**src/rtl/alu_serial_seq_if.sv**
```systemverilog
`default_nettype none
// ============================================================================
// Module      : alu_serial_seq_if
// Description : Bit-serial link between the sequencer and a 1-bit ALU slice.
// Revision    : 1.0 - initial release
// ============================================================================
interface alu_serial_seq_if;
    logic       bit_a;
    logic       bit_b;
    logic       bit_cin;
    logic       bit_ctrl;
    logic       bit_less;
    logic [5:0] bit_signal;
    logic       bit_out;
    logic       bit_cout;
    logic       bit_set;

    // Sequencer side drives operands and controls, slice side returns results
    modport master (
        output bit_a, bit_b, bit_cin, bit_ctrl, bit_less, bit_signal,
        input  bit_out, bit_cout, bit_set
    );

    modport slave (
        input  bit_a, bit_b, bit_cin, bit_ctrl, bit_less, bit_signal,
        output bit_out, bit_cout, bit_set
    );
endinterface
`default_nettype wire

```
**src/rtl/alu_serial_seq.sv**
```systemverilog
`default_nettype none
// ============================================================================
// Module      : alu_serial_seq
// Description : Drives a 1-bit ALU slice LSB first to build a WIDTH-bit result.
// Revision    : 1.0 - initial release
// ============================================================================
module alu_serial_seq #(
    parameter int WIDTH = 32
) (
    input  wire               clk,
    input  wire               rst_n,
    input  wire               start,
    input  wire  [5:0]        funct,
    input  wire  [WIDTH-1:0]  op_a,
    input  wire  [WIDTH-1:0]  op_b,
    output logic              busy,
    output logic              done,
    output logic [WIDTH-1:0]  result,
    output logic              zero,
    output logic              overflow,
    output logic              err,
    alu_serial_seq_if.master  slc
);

    localparam int IDX_W = (WIDTH > 2) ? $clog2(WIDTH) : 1;

    localparam logic [5:0] c_FN_ADD = 6'd32;
    localparam logic [5:0] c_FN_SUB = 6'd34;
    localparam logic [5:0] c_FN_AND = 6'd36;
    localparam logic [5:0] c_FN_OR  = 6'd37;
    localparam logic [5:0] c_FN_SLT = 6'd42;

    localparam logic [1:0] c_ST_IDLE = 2'd0;
    localparam logic [1:0] c_ST_RUN  = 2'd1;
    localparam logic [1:0] c_ST_FIX  = 2'd2;
    localparam logic [1:0] c_ST_DONE = 2'd3;

    logic [1:0]       r_state;
    logic [1:0]       w_state_nxt;
    logic [IDX_W-1:0] r_idx;
    logic             r_cq;
    logic             r_sq;
    logic [5:0]       r_funct;
    logic [WIDTH-1:0] r_a;
    logic [WIDTH-1:0] r_b;
    logic [WIDTH-2:0] r_acc;
    logic [WIDTH-1:0] w_acc_cat;
    logic [WIDTH-1:0] w_final;
    logic             w_supported;
    logic             w_last;
    logic             w_is_sub;
    logic             w_is_slt;
    logic             w_is_arith;
    logic             w_ovf;
    logic             w_err;

    assign w_supported = (funct == c_FN_ADD) || (funct == c_FN_SUB) ||
                         (funct == c_FN_AND) || (funct == c_FN_OR)  ||
                         (funct == c_FN_SLT);
    assign w_last      = (r_idx == IDX_W'(WIDTH - 1));
    assign w_is_slt    = (r_funct == c_FN_SLT);
    assign w_is_sub    = (r_funct == c_FN_SUB) || w_is_slt;
    assign w_is_arith  = (r_funct == c_FN_ADD) || (r_funct == c_FN_SUB);

    assign busy = (r_state != c_ST_IDLE);
    assign done = (r_state == c_ST_DONE);

    // Result bits enter at the top and walk down; SLT accumulates zeros
    assign w_acc_cat = {(w_is_slt ? 1'b0 : slc.bit_out), r_acc};

    always_comb begin
        slc.bit_a      = 1'b0;
        slc.bit_b      = 1'b0;
        slc.bit_cin    = 1'b0;
        slc.bit_ctrl   = 1'b0;
        slc.bit_less   = 1'b0;
        slc.bit_signal = 6'd0;
        if (r_state == c_ST_RUN) begin
            slc.bit_a      = r_a[0];
            slc.bit_b      = r_b[0];
            slc.bit_ctrl   = w_is_sub;
            slc.bit_cin    = (r_idx == '0) ? w_is_sub : r_cq;
            slc.bit_signal = w_is_slt ? c_FN_SUB : r_funct;
        end else if (r_state == c_ST_FIX) begin
            slc.bit_signal = c_FN_SLT;
            slc.bit_less   = r_sq;
            slc.bit_ctrl   = 1'b1;
        end
    end

    always_comb begin
        w_state_nxt = r_state;
        case (r_state)
            c_ST_IDLE: if (start) w_state_nxt = w_supported ? c_ST_RUN : c_ST_DONE;
            c_ST_RUN:  if (w_last) w_state_nxt = w_is_slt ? c_ST_FIX : c_ST_DONE;
            c_ST_FIX:  w_state_nxt = c_ST_DONE;
            c_ST_DONE: w_state_nxt = c_ST_IDLE;
            default:   w_state_nxt = c_ST_IDLE;
        endcase
    end

    // Values latched on the way into DONE; only RUN, FIX or a rejected start get there
    always_comb begin
        w_final = '0;
        w_ovf   = 1'b0;
        w_err   = 1'b0;
        case (r_state)
            c_ST_RUN: begin
                w_final = w_acc_cat;
                w_ovf   = w_is_arith & (r_cq ^ slc.bit_cout);
            end
            c_ST_FIX:  w_final = {{(WIDTH-1){1'b0}}, slc.bit_out};
            c_ST_IDLE: w_err   = 1'b1;
            default:   w_final = '0;
        endcase
    end

    always_ff @(posedge clk or negedge rst_n) begin
        if (!rst_n) begin
            r_state  <= c_ST_IDLE;
            r_idx    <= '0;
            r_cq     <= 1'b0;
            r_sq     <= 1'b0;
            r_funct  <= 6'd0;
            r_a      <= '0;
            r_b      <= '0;
            r_acc    <= '0;
            result   <= '0;
            zero     <= 1'b0;
            overflow <= 1'b0;
            err      <= 1'b0;
        end else begin
            r_state <= w_state_nxt;
            case (r_state)
                c_ST_IDLE: begin
                    if (start && w_supported) begin
                        r_a     <= op_a;
                        r_b     <= op_b;
                        r_funct <= funct;
                        r_idx   <= '0;
                        r_cq    <= 1'b0;
                        r_sq    <= 1'b0;
                        r_acc   <= '0;
                    end
                end
                c_ST_RUN: begin
                    r_a   <= r_a >> 1;
                    r_b   <= r_b >> 1;
                    r_cq  <= slc.bit_cout;
                    r_acc <= w_acc_cat[WIDTH-1:1];
                    r_idx <= r_idx + 1'b1;
                    if (w_last) begin
                        r_sq <= slc.bit_set;
                    end
                end
                default: ;
            endcase
            if (w_state_nxt == c_ST_DONE) begin
                result   <= w_final;
                zero     <= (w_final == '0);
                overflow <= w_ovf;
                err      <= w_err;
            end
        end
    end

endmodule
`default_nettype wire
```
**src/flat_wrapper.sv**
```systemverilog
// flat-port wrapper written by rule: the top's interface ports become plain ports
module alu_serial_seq_flat 
#(
    parameter int WIDTH = 32
)
  (clk, rst_n, start, funct, op_a, op_b, busy, done, result, zero, overflow, err, slc_bit_a, slc_bit_b, slc_bit_cin, slc_bit_ctrl, slc_bit_less, slc_bit_signal, slc_bit_out, slc_bit_cout, slc_bit_set);
  alu_serial_seq_if slc_i ();
  input  wire clk;
  input  wire rst_n;
  input  wire start;
  input  wire  [5:0] funct;
  input  wire  [WIDTH-1:0] op_a;
  input  wire  [WIDTH-1:0] op_b;
  output logic busy;
  output logic done;
  output logic [WIDTH-1:0] result;
  output logic zero;
  output logic overflow;
  output logic err;
  output wire logic [$bits(slc_i.bit_a)-1:0] slc_bit_a;
  output wire logic [$bits(slc_i.bit_b)-1:0] slc_bit_b;
  output wire logic [$bits(slc_i.bit_cin)-1:0] slc_bit_cin;
  output wire logic [$bits(slc_i.bit_ctrl)-1:0] slc_bit_ctrl;
  output wire logic [$bits(slc_i.bit_less)-1:0] slc_bit_less;
  output wire logic [$bits(slc_i.bit_signal)-1:0] slc_bit_signal;
  input wire logic [$bits(slc_i.bit_out)-1:0] slc_bit_out;
  input wire logic [$bits(slc_i.bit_cout)-1:0] slc_bit_cout;
  input wire logic [$bits(slc_i.bit_set)-1:0] slc_bit_set;
  assign slc_bit_a = slc_i.bit_a;
  assign slc_bit_b = slc_i.bit_b;
  assign slc_bit_cin = slc_i.bit_cin;
  assign slc_bit_ctrl = slc_i.bit_ctrl;
  assign slc_bit_less = slc_i.bit_less;
  assign slc_bit_signal = slc_i.bit_signal;
  assign slc_i.bit_out = slc_bit_out;
  assign slc_i.bit_cout = slc_bit_cout;
  assign slc_i.bit_set = slc_bit_set;
  alu_serial_seq #(.WIDTH(WIDTH)) u_core (.clk(clk), .rst_n(rst_n), .start(start), .funct(funct), .op_a(op_a), .op_b(op_b), .busy(busy), .done(done), .result(result), .zero(zero), .overflow(overflow), .err(err), .slc(slc_i));
endmodule
```
**config.mk**
```make
export PLATFORM = sky130hd
export DESIGN_NAME = alu_serial_seq_flat
export DESIGN_NICKNAME = d
export VERILOG_FILES = /design/src/rtl/alu_serial_seq_if.sv /design/src/rtl/alu_serial_seq.sv /design/src/flat_wrapper.sv
export SDC_FILE = /design/constraint.sdc
export NUM_CORES = 1
export LEC_CHECK = 0
export CORE_MARGIN = 2
export CORE_UTILIZATION = 50
export DETAILED_ROUTE_END_ITERATION = 6
export GPL_ROUTABILITY_DRIVEN = 0
export PLACE_DENSITY = 0.77
export SKIP_LAST_GASP = 1
export SLEW_MARGIN = 20
export SYNTH_ARGS = -nofsm -noshare
export SYNTH_HDL_FRONTEND = slang
export SYNTH_SLANG_ARGS = --single-unit
```
**constraint.sdc**
```tcl
create_clock -name clk -period 2.4 [get_ports clk]
set_input_delay 0.48 -clock clk [delete_from_list [all_inputs] [get_ports clk]]
set_output_delay 0.48 -clock clk [all_outputs]
set_load 0.01 [all_outputs]
```
# Word level (Yosys, flattened, before mapping)
# Index checks and enable logic that the tools add are counted.
# word_totals
regBits	145
word_cells	77
in_bits	76
# classes
n_mux	32
n_eq_ne	15
n_reduce_logical	15
add_sub_neg	1
n_bitwise	2
# op_table
op	n
$pmux 32 s2	3
$mux 32	2
$pmux 31 s2	1
$eq 6x6->1 const B	8
$logic_not 32->1	1
$mux 31	1
$mux 6	3
$mux 1	14
$pmux 5 s2	1
$pmux 2 s4	1
$eq 2x2->1 const B	3
$logic_or 1x1->1	6
$mux 2	3
$add 5x1->5 const B	1
$eq 5x5->1 const B	1
$logic_not 5->1	1
$mux 5	1
$ne 2x1->1 const B	2
$pmux 1 s2	2
$reduce_and 2->1	2
$reduce_bool 2->1	2
$reduce_and 3->1	1
$eq 2x1->1 const B	1
$logic_not 2->1	1
3 further kinds	3

# Longest topological paths before layout
# depth
depth_word	9
ltp_mapped	10
ltp_nobuf	8

# Worst setup path before layout
# OpenSTA, ideal clock, no wires.
# synth_path
path_kind	register -> register
start	register u_core.r_idx[0]
end	register u_core.result[1]
t_required_ps	2266
path_buffers	1
slack_ps	363
setup_ps	134
stages_incl_launch_ff	8
synth_period_minus_slack_ps	2037
arrival_time_ps	1903
cell_sequence	dfrtp_1 -> ha_1 -> and3_1 -> ha_1 -> o22a_1 -> o22ai_2 -> clkbuf_1 -> o31ai_1
# synth_between
elab_chain_cells	4
# synth_rtl
item	line_no	rtl
start: declaration	alu_serial_seq.sv:40	logic [IDX_W-1:0] r_idx;
start signal: assignment	alu_serial_seq.sv:151	r_idx <= r_idx + 1'b1;
$eq 5x5->1	alu_serial_seq.sv:60	assign w_last = (r_idx == IDX_W'(WIDTH - 1));
$mux 2	alu_serial_seq.sv:95	c_ST_RUN: if (w_last) w_state_nxt = w_is_slt ? c_ST_FIX : c_ST_DONE;
$pmux 2 s4	alu_serial_seq.sv:93	case (r_state)
$eq 2x2->1	alu_serial_seq.sv:158	if (w_state_nxt == c_ST_DONE) begin
end signal: assignment	alu_serial_seq.sv:159	result <= w_final;
end: declaration	alu_serial_seq.sv:18	output logic [WIDTH-1:0] result,
# Every way passes these cells.
# A chain may end at the register's enable or synchronous reset.

# Worst setup path after layout
# layout_path
start	register u_core.r_funct[2]
end	output port slc_bit_ctrl
# layout_between
elab_chain_cells	3
# layout_rtl
item	line_no	rtl
start: declaration	alu_serial_seq.sv:43	logic [5:0] r_funct;
start signal: assignment	alu_serial_seq.sv:139	r_funct <= funct;
$eq 6x6->1, on equally long branches	alu_serial_seq.sv:62, alu_serial_seq.sv:61	
$logic_or 1x1->1 *	alu_serial_seq.sv:62	assign w_is_sub = (r_funct == c_FN_SUB) || w_is_slt;
$mux 1 *	alu_serial_seq.sv:78	if (r_state == c_ST_RUN) begin
end: declaration	flat_wrapper.sv:23	output wire logic [$bits(slc_i.bit_ctrl)-1:0] slc_bit_ctrl;
# Mark *: on every way between the ends. The rest lies on a longest branch, timed or not.

==> summary.txt <==
Floorplanning
  – IO Count: around 120
  – Height of the die: about 120 um
  – Initial Utilization: 0.514
  – CORE AREA: roughly 13000 sq um
  – Die Span X: about 120 um
  – Die footprint: about 14000 sq um
  – FP Rows: a little over 40

Hold path
  – Worst hold start: u_core.r_b[11]
  – Worst Hold Path Cells: 2
  – Worst hold path class: reg -> reg

Global route
  – Total GRT Usage: 0.220
  – Initial antenna violation count: 0
  – First-pass GRT wire length: between 20000 and 25000 um
  – Grt total ovfl: 0
  – Largest net degree at the start of global routing: 66
  – Vias in the first global route: approximately 5100

Route
  – Detail Route Antenna Nets: 0
  – Routed WL per cell: about 16 um
  – Vias: between 4000 and 5000
  – First-pass DRT Iterations: 5
  – WL final: 14700 um
  – Initial DRC Count: around 280
  – Vias/cell: between 5 and 6
  – # DRC: 0

Critical path
  – Crit. End Element: primary output
  – Critical path class: reg -> out
  – Reg2reg path depth: 8
  – Worst Path Required: about 1.9 ns
  – Worst-path fanout max: 3
  – CP startpoint: u_core.r_funct[2]
  – Reg2reg start: u_core.r_idx[0]
  – CP startpoint kind: register
  – Worst EP arrival: ~1.9 ns

Timing
  – Slew @ Worst Pin: between 0.3 and 0.4 ns
  – Fin crit share: 0.977
  – Slew Limit Fails: 0
  – Final setup viols: 0
  – Fmax: 427 MHz
  – Normalized max-slew margin: 0.739
  – Post-layout min period: 2.34 ns
  – Setup Skew: between 0.01 and 0.015 ns
  – Final Hold Fails: 0

Synthesis
  – Asr flop ratio synth: 1.00
  – Top-area cell type share of the netlist area: 0.558
  – Syn Inst Count: around 600
  – Sequential fraction of the synthesis area: 0.558
  – YS warnings: 0
  – Synth top cells by count: dfrtp_1, nand2_1, o21ai_0
  – Syn nets: between 600 and 700
  – Syn Area/Cell: approximately 11 sq um
  – Synth area leaders: dfrtp_1, mux2i_1, o21ai_0, nand2_1, a22o_1
  – Cell Area, Synth: 6510 sq um
  – Post-synth cell types: 43
  – Ys flop type: dfrtp_1
  – Most frequent cell after synthesis: dfrtp_1
  – EDFF count, synth: 0
  – Synth Register Bits: 145
  – Area leader, netlist: dfrtp_1

Placement
  – Port-buffer cells: between 100 and 150
  – DP Wirelength: 9970 um

Run status
  – Outcome: finished, final reports clean

Finish
  – Final nets: roughly 810
  – Final core utilization: 0.689
  – Synthesis-to-finish area growth: 34.1%
  – Antenna cells: 0
  – Fraction of layout cells with a size suffix above 1: 0.115

Clocking
  – CTS clk-pin slew, worst paths: 0.06 ns
  – Clk buf depth: 2
  – CTS sink cnt: approximately 150
  – CTS buffer count: 17
  – Clock Latency Late Sink: about 0.42 ns
  – Root buffer cell: clkbuf_16
  – CTS tree: yes
  – H-tree depth: 4

Power
  – PnR Total Power: roughly 11000 uW
  – Pleak: about 0.004 uW
  – Power density over the cells: ~1300 nW/um^2
  – Peak supply drop: between 0.9 and 1 mV

Job
  – MaxCap Viol Count: 0
-- sequential cells by signal, summed over array words and instances (netlist names) --
name / flops
u_core.r_idx: 5
u_core.zero: 1
u_core.r_acc: 31
u_core.err: 1
u_core.overflow: 1
u_core.r_a: 32
u_core.r_b: 32
u_core.r_state: 2
u_core.r_funct: 6
u_core.r_cq: 1
u_core.result: 32
u_core.r_sq: 1
-- routing by layer --
| metal | vias up | global-route usage | wire length (um) |
|---|---|---|---|
| met5 | - | 0 | 0 |
| met4 | 0 | 0.0986 | 300 |
| met3 | 22 | 0.0640 | 860 |
| met2 | 145 | 0.346 | 7070 |
| met1 | 2410 | 0.282 | 6420 |
| li1 | 2386 | - | - |
-- placed cells by master (no fill, tap or decap), types with 2 or more instances in the layout --
master / count
inv_1: 8
mux2_2: 11
buf_12: 5
nand3_1: 3
nand2b_1: 2
o31ai_1: 30
clkdlybuf4s50_1: 110
nor2_1: 4
clkinv_2: 3
a21o_1: 3
dfrtp_1: 144
clkbuf_8: 3
nor2b_1: 3
mux2i_1: 63
or3_1: 2
a22o_1: 32
nand2_1: 98
clkbuf_16: 17
buf_4: 23
buf_6: 2
o21ai_0: 98
dlygate4sd2_1: 10
and2_1: 8
nor4_1: 7
bufinv_16: 5
xnor2_1: 2
ha_1: 5
nand4_1: 2
-- worst max-delay path: stages (launching register included) --
cell and delay [ns]:
dfrtp_1 0.41, nor4b_4 0.32, and2_4 0.20, buf_4 0.11, a21o_1 0.13, dlygate4sd2_1 0.27
-- metrics by stage --
stage,cell area (sq um),hold slack [ns],TNS [ns],cells,setup slack (ns)
6_report,8720,0.477,0,908,0.0562
5_1_grt,8720,0.508,-0.0115,908,-0.00789
4_1_cts,8700,0.484,-0.0516,907,-0.0516
3_5_place_dp,8000,0.403,-1.05,870,-0.0658
3_3_place_gp,8000,0.398,0,870,0.0449
2_1_floorplan,6510,0.184,0,599,0.363
-- where the power goes --
group	total (uW)	switching [uW]	leakage [uW]	internal [uW]
logic	4600	2540	0.00167	2060
clock network	2900	981	0.000319	1920
registers	3970	632	0.00190	3340
total	11500	4150	0.00389	7320
-- logic make-up after synthesis --
logic type / Yosys count / share of synthesized area
buf+inv: 56 / 0.0379
mux: 75 / 0.118
flops: 145 / 0.558
compound gates: 173 / 0.172
fa+ha+maj: 7 / 0.0135
simple gates: 141 / 0.0984
xor+xnor: 2 / 0.00269
-- final cells by class --
type / count / area (sq um)
fillers: 954 / 3950
clock inverters: 10 / 181
inverters: 9 / 33.8
well taps: 172 / 215
multi-input cells: 398 / 2680
repair buffers: 153 / 1510
clock buffers: 21 / 470
flip-flops and latches: 145 / 3630
-- path summary, 6_finish.rpt --
kind | slack [ns] | to
worst max-delay path | 0.06 | slc_bit_ctrl
worst min-delay path | 0.48 | u_core.r_b[11]
worst max register to register | 0.16 | u_core.result[1]
worst min register to register | 0.48 | u_core.r_b[11]
max in group asynchronous | 1.21 | u_core.r_idx[0]
min in group asynchronous | 0.53 | u_core.zero
-- repair_timing --
| action | CTS | global route |
|---|---|---|
| resized for setup | 16 | 7 |
| hold endpoints to repair | 36 | 0 |
| hold buffers | 1 | 0 |
| pin swaps | 3 | 1 |
| setup buffers | 5 | 1 |
| setup endpoints to repair | 12 | 9 |
Note: power is estimated with default switching activity, not from simulation.
